$ cat src/rtl/scene_painter_pkg.sv
// Shared scene encodings, frame constants and painter state for the background path.
package scene_painter_pkg;

  typedef enum logic [1:0] {
    SCENE_START = 2'd0,
    SCENE_GAME  = 2'd1,
    SCENE_END   = 2'd2,
    SCENE_NONE  = 2'd3
  } scene_e;

  localparam int FRAME_W      = 160;
  localparam int FRAME_H      = 120;
  localparam int FRAME_PIXELS = FRAME_W * FRAME_H;

  typedef enum logic [1:0] {
    ST_IDLE  = 2'd0,
    ST_FILL  = 2'd1,
    ST_FLUSH = 2'd2,
    ST_DONE  = 2'd3
  } paint_state_e;

  // One slot of the ROM-latency delay line
  typedef struct packed {
    logic       valid;
    logic [7:0] x;
    logic [7:0] y;
    logic [1:0] scene;
  } pix_tag_t;

endpackage

$ cat src/rtl/scene_painter_raster_counter.sv
// Raster-order pixel counter; the linear address runs alongside x/y so no multiply is needed.
module raster_counter #(
  parameter int WIDTH  = 160,
  parameter int HEIGHT = 120,
  parameter int ADDR_W = 15
) (
  input  logic              clk,
  input  logic              resetn,
  input  logic              clear,
  input  logic              advance,
  output logic [7:0]        x,
  output logic [7:0]        y,
  output logic [ADDR_W-1:0] addr,
  output logic              last
);

  logic [7:0]        x_q, x_d;
  logic [7:0]        y_q, y_d;
  logic [ADDR_W-1:0] addr_q, addr_d;
  logic              x_wrap_s;

  assign x_wrap_s = (x_q == 8'(WIDTH - 1));

  // Next position: clear wins over advance
  always_comb begin
    x_d    = x_q;
    y_d    = y_q;
    addr_d = addr_q;
    if (clear) begin
      x_d    = 8'd0;
      y_d    = 8'd0;
      addr_d = '0;
    end else if (advance) begin
      addr_d = addr_q + ADDR_W'(1);
      if (x_wrap_s) begin
        x_d = 8'd0;
        y_d = y_q + 8'd1;
      end else begin
        x_d = x_q + 8'd1;
        y_d = y_q;
      end
    end else begin
      x_d    = x_q;
      y_d    = y_q;
      addr_d = addr_q;
    end
  end

  always_ff @(posedge clk or negedge resetn) begin
    if (!resetn) begin
      x_q    <= 8'd0;
      y_q    <= 8'd0;
      addr_q <= '0;
    end else begin
      x_q    <= x_d;
      y_q    <= y_d;
      addr_q <= addr_d;
    end
  end

  assign x    = x_q;
  assign y    = y_q;
  assign addr = addr_q;
  assign last = x_wrap_s && (y_q == 8'(HEIGHT - 1));

endmodule

$ cat src/rtl/scene_painter.sv
// Full-screen background painter: sweeps the frame, hides ROM latency, one plot per pixel.
module scene_painter
  import scene_painter_pkg::*;
#(
  parameter int WIDTH       = 160,
  parameter int HEIGHT      = 120,
  parameter int ADDR_W      = 15,
  parameter int COLOUR_W    = 12,
  parameter int ROM_LATENCY = 1
) (
  input  logic                clk,
  input  logic                resetn,
  input  logic [1:0]          scene_sel,
  input  logic                redraw_req,
  input  logic [COLOUR_W-1:0] start_q,
  input  logic [COLOUR_W-1:0] game_q,
  input  logic [COLOUR_W-1:0] end_q,
  output logic [ADDR_W-1:0]   rom_addr,
  output logic [7:0]          x,
  output logic [7:0]          y,
  output logic [COLOUR_W-1:0] colour,
  output logic                plot,
  output logic                busy,
  output logic                done
);

  localparam int TAP = ROM_LATENCY - 1;

  paint_state_e state_q, state_d;
  logic [1:0]   cur_scene_q, cur_scene_d;
  logic         pending_q, pending_d;
  logic [1:0]   flush_cnt_q, flush_cnt_d;
  logic         request_s;
  logic         cnt_clear_s, cnt_adv_s, cnt_last_s;
  logic [7:0]   cnt_x_s, cnt_y_s;
  pix_tag_t     dl_q [2];
  pix_tag_t     tag_in_s, tap_s;
  logic [COLOUR_W-1:0] colour_s;

  raster_counter #(
    .WIDTH  (WIDTH),
    .HEIGHT (HEIGHT),
    .ADDR_W (ADDR_W)
  ) u_raster (
    .clk     (clk),
    .resetn  (resetn),
    .clear   (cnt_clear_s),
    .advance (cnt_adv_s),
    .x       (cnt_x_s),
    .y       (cnt_y_s),
    .addr    (rom_addr),
    .last    (cnt_last_s)
  );

  // Scene 3 is a "no change" selection: it neither triggers nor gets latched
  assign request_s = redraw_req || ((scene_sel != SCENE_NONE) && (scene_sel != cur_scene_q));

  always_comb begin
    state_d     = state_q;
    pending_d   = pending_q || request_s;
    cur_scene_d = cur_scene_q;
    flush_cnt_d = flush_cnt_q;
    cnt_clear_s = 1'b0;
    cnt_adv_s   = 1'b0;
    case (state_q)
      ST_IDLE: begin
        cnt_clear_s = 1'b1;
        if (pending_q) begin
          state_d   = ST_FILL;
          pending_d = 1'b0;
          if (scene_sel != SCENE_NONE) begin
            cur_scene_d = scene_sel;
          end else begin
            cur_scene_d = cur_scene_q;
          end
        end else begin
          state_d = ST_IDLE;
        end
      end
      ST_FILL: begin
        flush_cnt_d = 2'd0;
        if (cnt_last_s) begin
          state_d = ST_FLUSH;
        end else begin
          cnt_adv_s = 1'b1;
        end
      end
      ST_FLUSH: begin
        if (flush_cnt_q == 2'(ROM_LATENCY - 1)) begin
          state_d = ST_DONE;
        end else begin
          flush_cnt_d = flush_cnt_q + 2'd1;
        end
      end
      ST_DONE: state_d = ST_IDLE;
      default: state_d = ST_IDLE;
    endcase
  end

  // Pending powers up set so the start scene is painted straight out of reset
  always_ff @(posedge clk or negedge resetn) begin
    if (!resetn) begin
      state_q     <= ST_IDLE;
      cur_scene_q <= 2'd0;
      pending_q   <= 1'b1;
      flush_cnt_q <= 2'd0;
    end else begin
      state_q     <= state_d;
      cur_scene_q <= cur_scene_d;
      pending_q   <= pending_d;
      flush_cnt_q <= flush_cnt_d;
    end
  end

  assign tag_in_s = '{valid: (state_q == ST_FILL), x: cnt_x_s, y: cnt_y_s, scene: cur_scene_q};

  always_ff @(posedge clk or negedge resetn) begin
    if (!resetn) begin
      dl_q[0] <= '0;
      dl_q[1] <= '0;
    end else begin
      dl_q[0] <= tag_in_s;
      dl_q[1] <= dl_q[0];
    end
  end

  assign tap_s = dl_q[TAP];

  always_comb begin
    colour_s = '0;
    if (tap_s.valid) begin
      case (tap_s.scene)
        SCENE_START: colour_s = start_q;
        SCENE_GAME:  colour_s = game_q;
        SCENE_END:   colour_s = end_q;
        default:     colour_s = '0;
      endcase
    end else begin
      colour_s = '0;
    end
  end

  assign colour = colour_s;
  assign x      = tap_s.x;
  assign y      = tap_s.y;
  assign plot   = tap_s.valid;
  assign busy   = (state_q != ST_IDLE);
  assign done   = (state_q == ST_DONE);

endmodule

$ cat config.mk
export PLATFORM = sky130hd
export DESIGN_NAME = scene_painter
export DESIGN_NICKNAME = d
export VERILOG_FILES = /design/src/rtl/scene_painter_pkg.sv /design/src/rtl/scene_painter_raster_counter.sv /design/src/rtl/scene_painter.sv
export SDC_FILE = /design/constraint.sdc
export NUM_CORES = 1
export LEC_CHECK = 0
export ABC_AREA = 1
export CORE_ASPECT_RATIO = 1.4
export CORE_MARGIN = 10
export CORE_UTILIZATION = 44
export DETAILED_ROUTE_END_ITERATION = 6
export GPL_TIMING_DRIVEN = 0
export PLACE_DENSITY_LB_ADDON = 0.3
export SYNTH_ARGS = -nofsm -noshare
export SYNTH_HDL_FRONTEND = slang
export SYNTH_SLANG_ARGS = --single-unit
$ cat constraint.sdc
create_clock -name clk -period 1.51 [get_ports clk]
set_input_delay 0.302 -clock clk [delete_from_list [all_inputs] [get_ports clk]]
set_output_delay 0.302 -clock clk [all_outputs]
set_load 0.01 [all_outputs]
==> results.sh <==
export IMPL_synth_ff_type="dfrtp_1"
export IMPL_clk_latency_ns=0.35
export IMPL_maxCapViolations=0
export IMPL_die_area_um2=11400
export IMPL_grt_pass1_vias=3238
export IMPL_async_reset_ff_frac=1.00
export IMPL_min_period_over_period=1.25
export IMPL_synth_top_area_cell="dfrtp_1"
export IMPL_synth_top_area_frac=0.424
export IMPL_post_place_cells=641
export IMPL_finalHoldWorstSlack_ns=0.383
export IMPL_worst_clock_skew_ns=0.0149
export IMPL_ant_nets=0
export IMPL_grt_overflow_total=0
export IMPL_utilization=0.730
export IMPL_wl_per_cell_um=16.3
export IMPL_use_met2=0.297
export IMPL_status="finished with violations"
export IMPL_start_util=0.451
export IMPL_hpwl_um=6760
export IMPL_fin_crit_ns=1.88
export IMPL_diodes=0
export IMPL_cts_sinks=57
export IMPL_powerDensity_nw_per_um2=1550
export IMPL_boundaryPins=87
export IMPL_grt_pass1_wl_um=15700
export IMPL_yosysSeqAreaShare=0.432
export IMPL_drc=0
export IMPL_drive_above_1_share=0.321
export IMPL_tns_ns=-7.43
export IMPL_drt_wl_total_um=11500
export IMPL_postSynthCellCount=457
export IMPL_ir_worst_vdd_v=0.00119
export IMPL_worstPathCellList="inv_2 -> or2_4 -> inv_4 -> buf_6 -> nand2_2 -> nand3_2 -> nand2_1 -> inv_2 -> buf_6"
export IMPL_yosysMostFrequentCell="nand2_1"
export IMPL_end_kind="primary output"
export IMPL_violations="setup timing"
export IMPL_ys_warn_count=0
export IMPL_fp_dieH_um=123
export IMPL_synthTopCellsByCount="164 x nand2_1, 56 x dfrtp_1, 54 x inv_1"
export IMPL_worstPathArrival_ns=1.58
export IMPL_max_stage_delay_ns=0.37
export IMPL_place_congestion=0.872
export IMPL_cts_tree="done"
export IMPL_routed_via_density=5.17
export IMPL_grt_max_degree=35
export IMPL_path_clk_slew_ns=0.06
export IMPL_slew_violations=0
export IMPL_io_buffers=86
export IMPL_fin_cells=705
export IMPL_cp_slowest_cell="dfrtp_1"
export IMPL_fmax_mhz=532
export IMPL_setup_ws_ns=-0.371
export IMPL_worstSetupStartpointType="register"
export IMPL_area_delta_synth_final_pct=61.8
export IMPL_cts_buffer_depth=2
export IMPL_grt_total_usage=0.168
export IMPL_syn_cell_area_um2=3300
export IMPL_finalHoldViolations=0
export IMPL_power_mw=8.28
export IMPL_worst_ep_required_time_ns=1.21
export IMPL_busiest_layer="met2"
export IMPL_die_w_um=93.2
export IMPL_final_nets=653
export IMPL_ys_ff_latch=57
export IMPL_first_pass_iters=4
export IMPL_antenna_found_initial=0
export IMPL_drt_initial_drc_count=277
export IMPL_hold_path_class="register to register"
export IMPL_grt_use_met1=0.189
export IMPL_setup_violations_final=45
export IMPL_rows=37
export IMPL_yosys_top_cells_area="dfrtp_1 42%, nand2_1 19%, nand3_1 6.8%"
export IMPL_rr_worst_depth=10
export IMPL_coreArea_um2=7310
export IMPL_num_vias=3647
export IMPL_h_tree_depth=3
export IMPL_cts_made_buffers=9
export IMPL_cellLeakagePower_nw=2.87
export IMPL_avgSynthCellArea_um2=7.23
export IMPL_synthDistinctLibCells=30
export IMPL_worst_pin_slew_ns=0.577
export IMPL_hold_path_cell_count=0
export IMPL_setup_worst_path_class="register to primary output"
export IMPL_maxSlewHeadroom=0.615
export IMPL_worstPathMaxFanout=5
export IMPL_cts_root_buffer="clkbuf_8"
export IMPL_globalRouteMet3Util=0.0489
export IMPL_synth_edf_count=0
export IMPL_synth_nets=507
export IMPL_rsz0062_at_grt="true"
==> logic make-up (layout without fill, tap and decap cells) <==
group	Yosys count	count (layout)	share of synthesized area
and+or+nand+nor	282	283	0.366
buffers and inverters	82	232	0.116
DFF	57	57	0.432
AOI/OAI and AO/OA	21	21	0.0352
adders and majority gates	9	9	0.0341
xor gates and xnor gates	5	5	0.0133
muxes	1	1	0.00303
==> final cells by class <==
cell class / count / area, um^2
fillers: 525 / 1970
clock buffers: 12 / 165
clock inverters: 4 / 73.8
repair buffers: 133 / 1240
flip-flops and latches: 57 / 1440
multi-input cells: 319 / 1830
repair inverters: 2 / 27.5
plain buffers: 25 / 216
inverters: 56 / 228
well taps: 97 / 121
==> timing repair <==
action                                  4_1_cts  5_1_grt
pin swaps                                     2       25
hold buffers                                  1        0
cloned                                        1        5
resized for setup                           138       99
hold endpoints to repair                     22        0
endpoints found under the setup margin       78       47
setup buffers                                21       21
==> per-stage QoR <==
| stage | instance area [um^2] | setup WS, ns |
|---|---|---|
| 4_1_cts | 4780 | -0.342 |
| 2_1_floorplan | 3300 | 0.00973 |
| 5_1_grt | 5340 | -0.461 |
| 3_3_place_gp | 4290 | -1.57 |
| 6_report | 5340 | -0.371 |
| 3_5_place_dp | 4300 | -0.850 |
==> sequential cells by signal, indices dropped and copies added (netlist names) <==
| name | flops |
|---|---|
| plot | 1 |
| x | 8 |
| dl_q | 2 |
| u_raster.addr | 15 |
| pending_q | 1 |
| cur_scene_q | 2 |
| flush_cnt_q | 2 |
| u_raster.y | 8 |
| u_raster.x | 8 |
| state_q | 2 |
| y | 8 |
==> power breakdown <==
group	leakage (nW)	total (mW)	internal, mW	switching [mW]
clock network	0.123	1.69	1.06	0.622
registers	0.761	1.99	1.78	0.207
logic	1.99	4.61	2.14	2.47
total	2.87	8.28	4.98	3.30
==> metal layers <==
layer | wire, um | vias up | part of all wire
met5 | 0 | - | 0
met4 | 342 | 0 | 0.030
met3 | 804 | 32 | 0.070
met2 | 5870 | 162 | 0.51
met1 | 4440 | 1741 | 0.39
li1 | - | 1712 | -
==> path summary, 6_finish.rpt <==
| path | start | to | slack [ns] |
|---|---|---|---|
| max in group asynchronous | resetn | u_raster.x[4] | 0.43 |
| min in group asynchronous | resetn | u_raster.addr[6] | 0.48 |
| max | dl_q[20] | colour[7] | -0.37 |
| min reg2reg | cur_scene_q[0] | dl_q[19] | 0.38 |
| max reg2reg | u_raster.x[7] | u_raster.y[3] | -0.17 |
| min | cur_scene_q[0] | dl_q[19] | 0.38 |
==> cell usage in the layout (no fill, tap or decap), types with 3 or more instances in the layout <==
cell | Yosys | final
buf_6 | 1 | 21
nand3_1 | 45 | 24
buf_2 | 3 | 5
nand4_1 | 19 | 19
nand3_2 | 0 | 20
inv_1 | 54 | 46
a21oi_1 | 4 | 4
nor2_4 | 1 | 7
clkbuf_8 | 0 | 14
o21ai_1 | 0 | 4
dfrtp_2 | 0 | 7
dfrtp_1 | 56 | 49
inv_2 | 1 | 7
dlygate4sd2_1 | 0 | 31
buf_4 | 16 | 51
nand2_2 | 3 | 25
xor2_1 | 4 | 4
clkdlybuf4s50_1 | 0 | 40
ha_4 | 0 | 3
o21ai_0 | 12 | 7
ha_1 | 9 | 4
nor2_2 | 2 | 5
nand2_4 | 2 | 4
nor2_1 | 41 | 32
nand2_1 | 164 | 139
==> critical path: cells and delay by family (launching register included) <==
kind	cells	cell delay, ns
and+or+nand+nor	4	0.45
buffers and inverters	5	0.42
DFF	1	0.37
No activity file was read; power rests on OpenSTA's default activity.
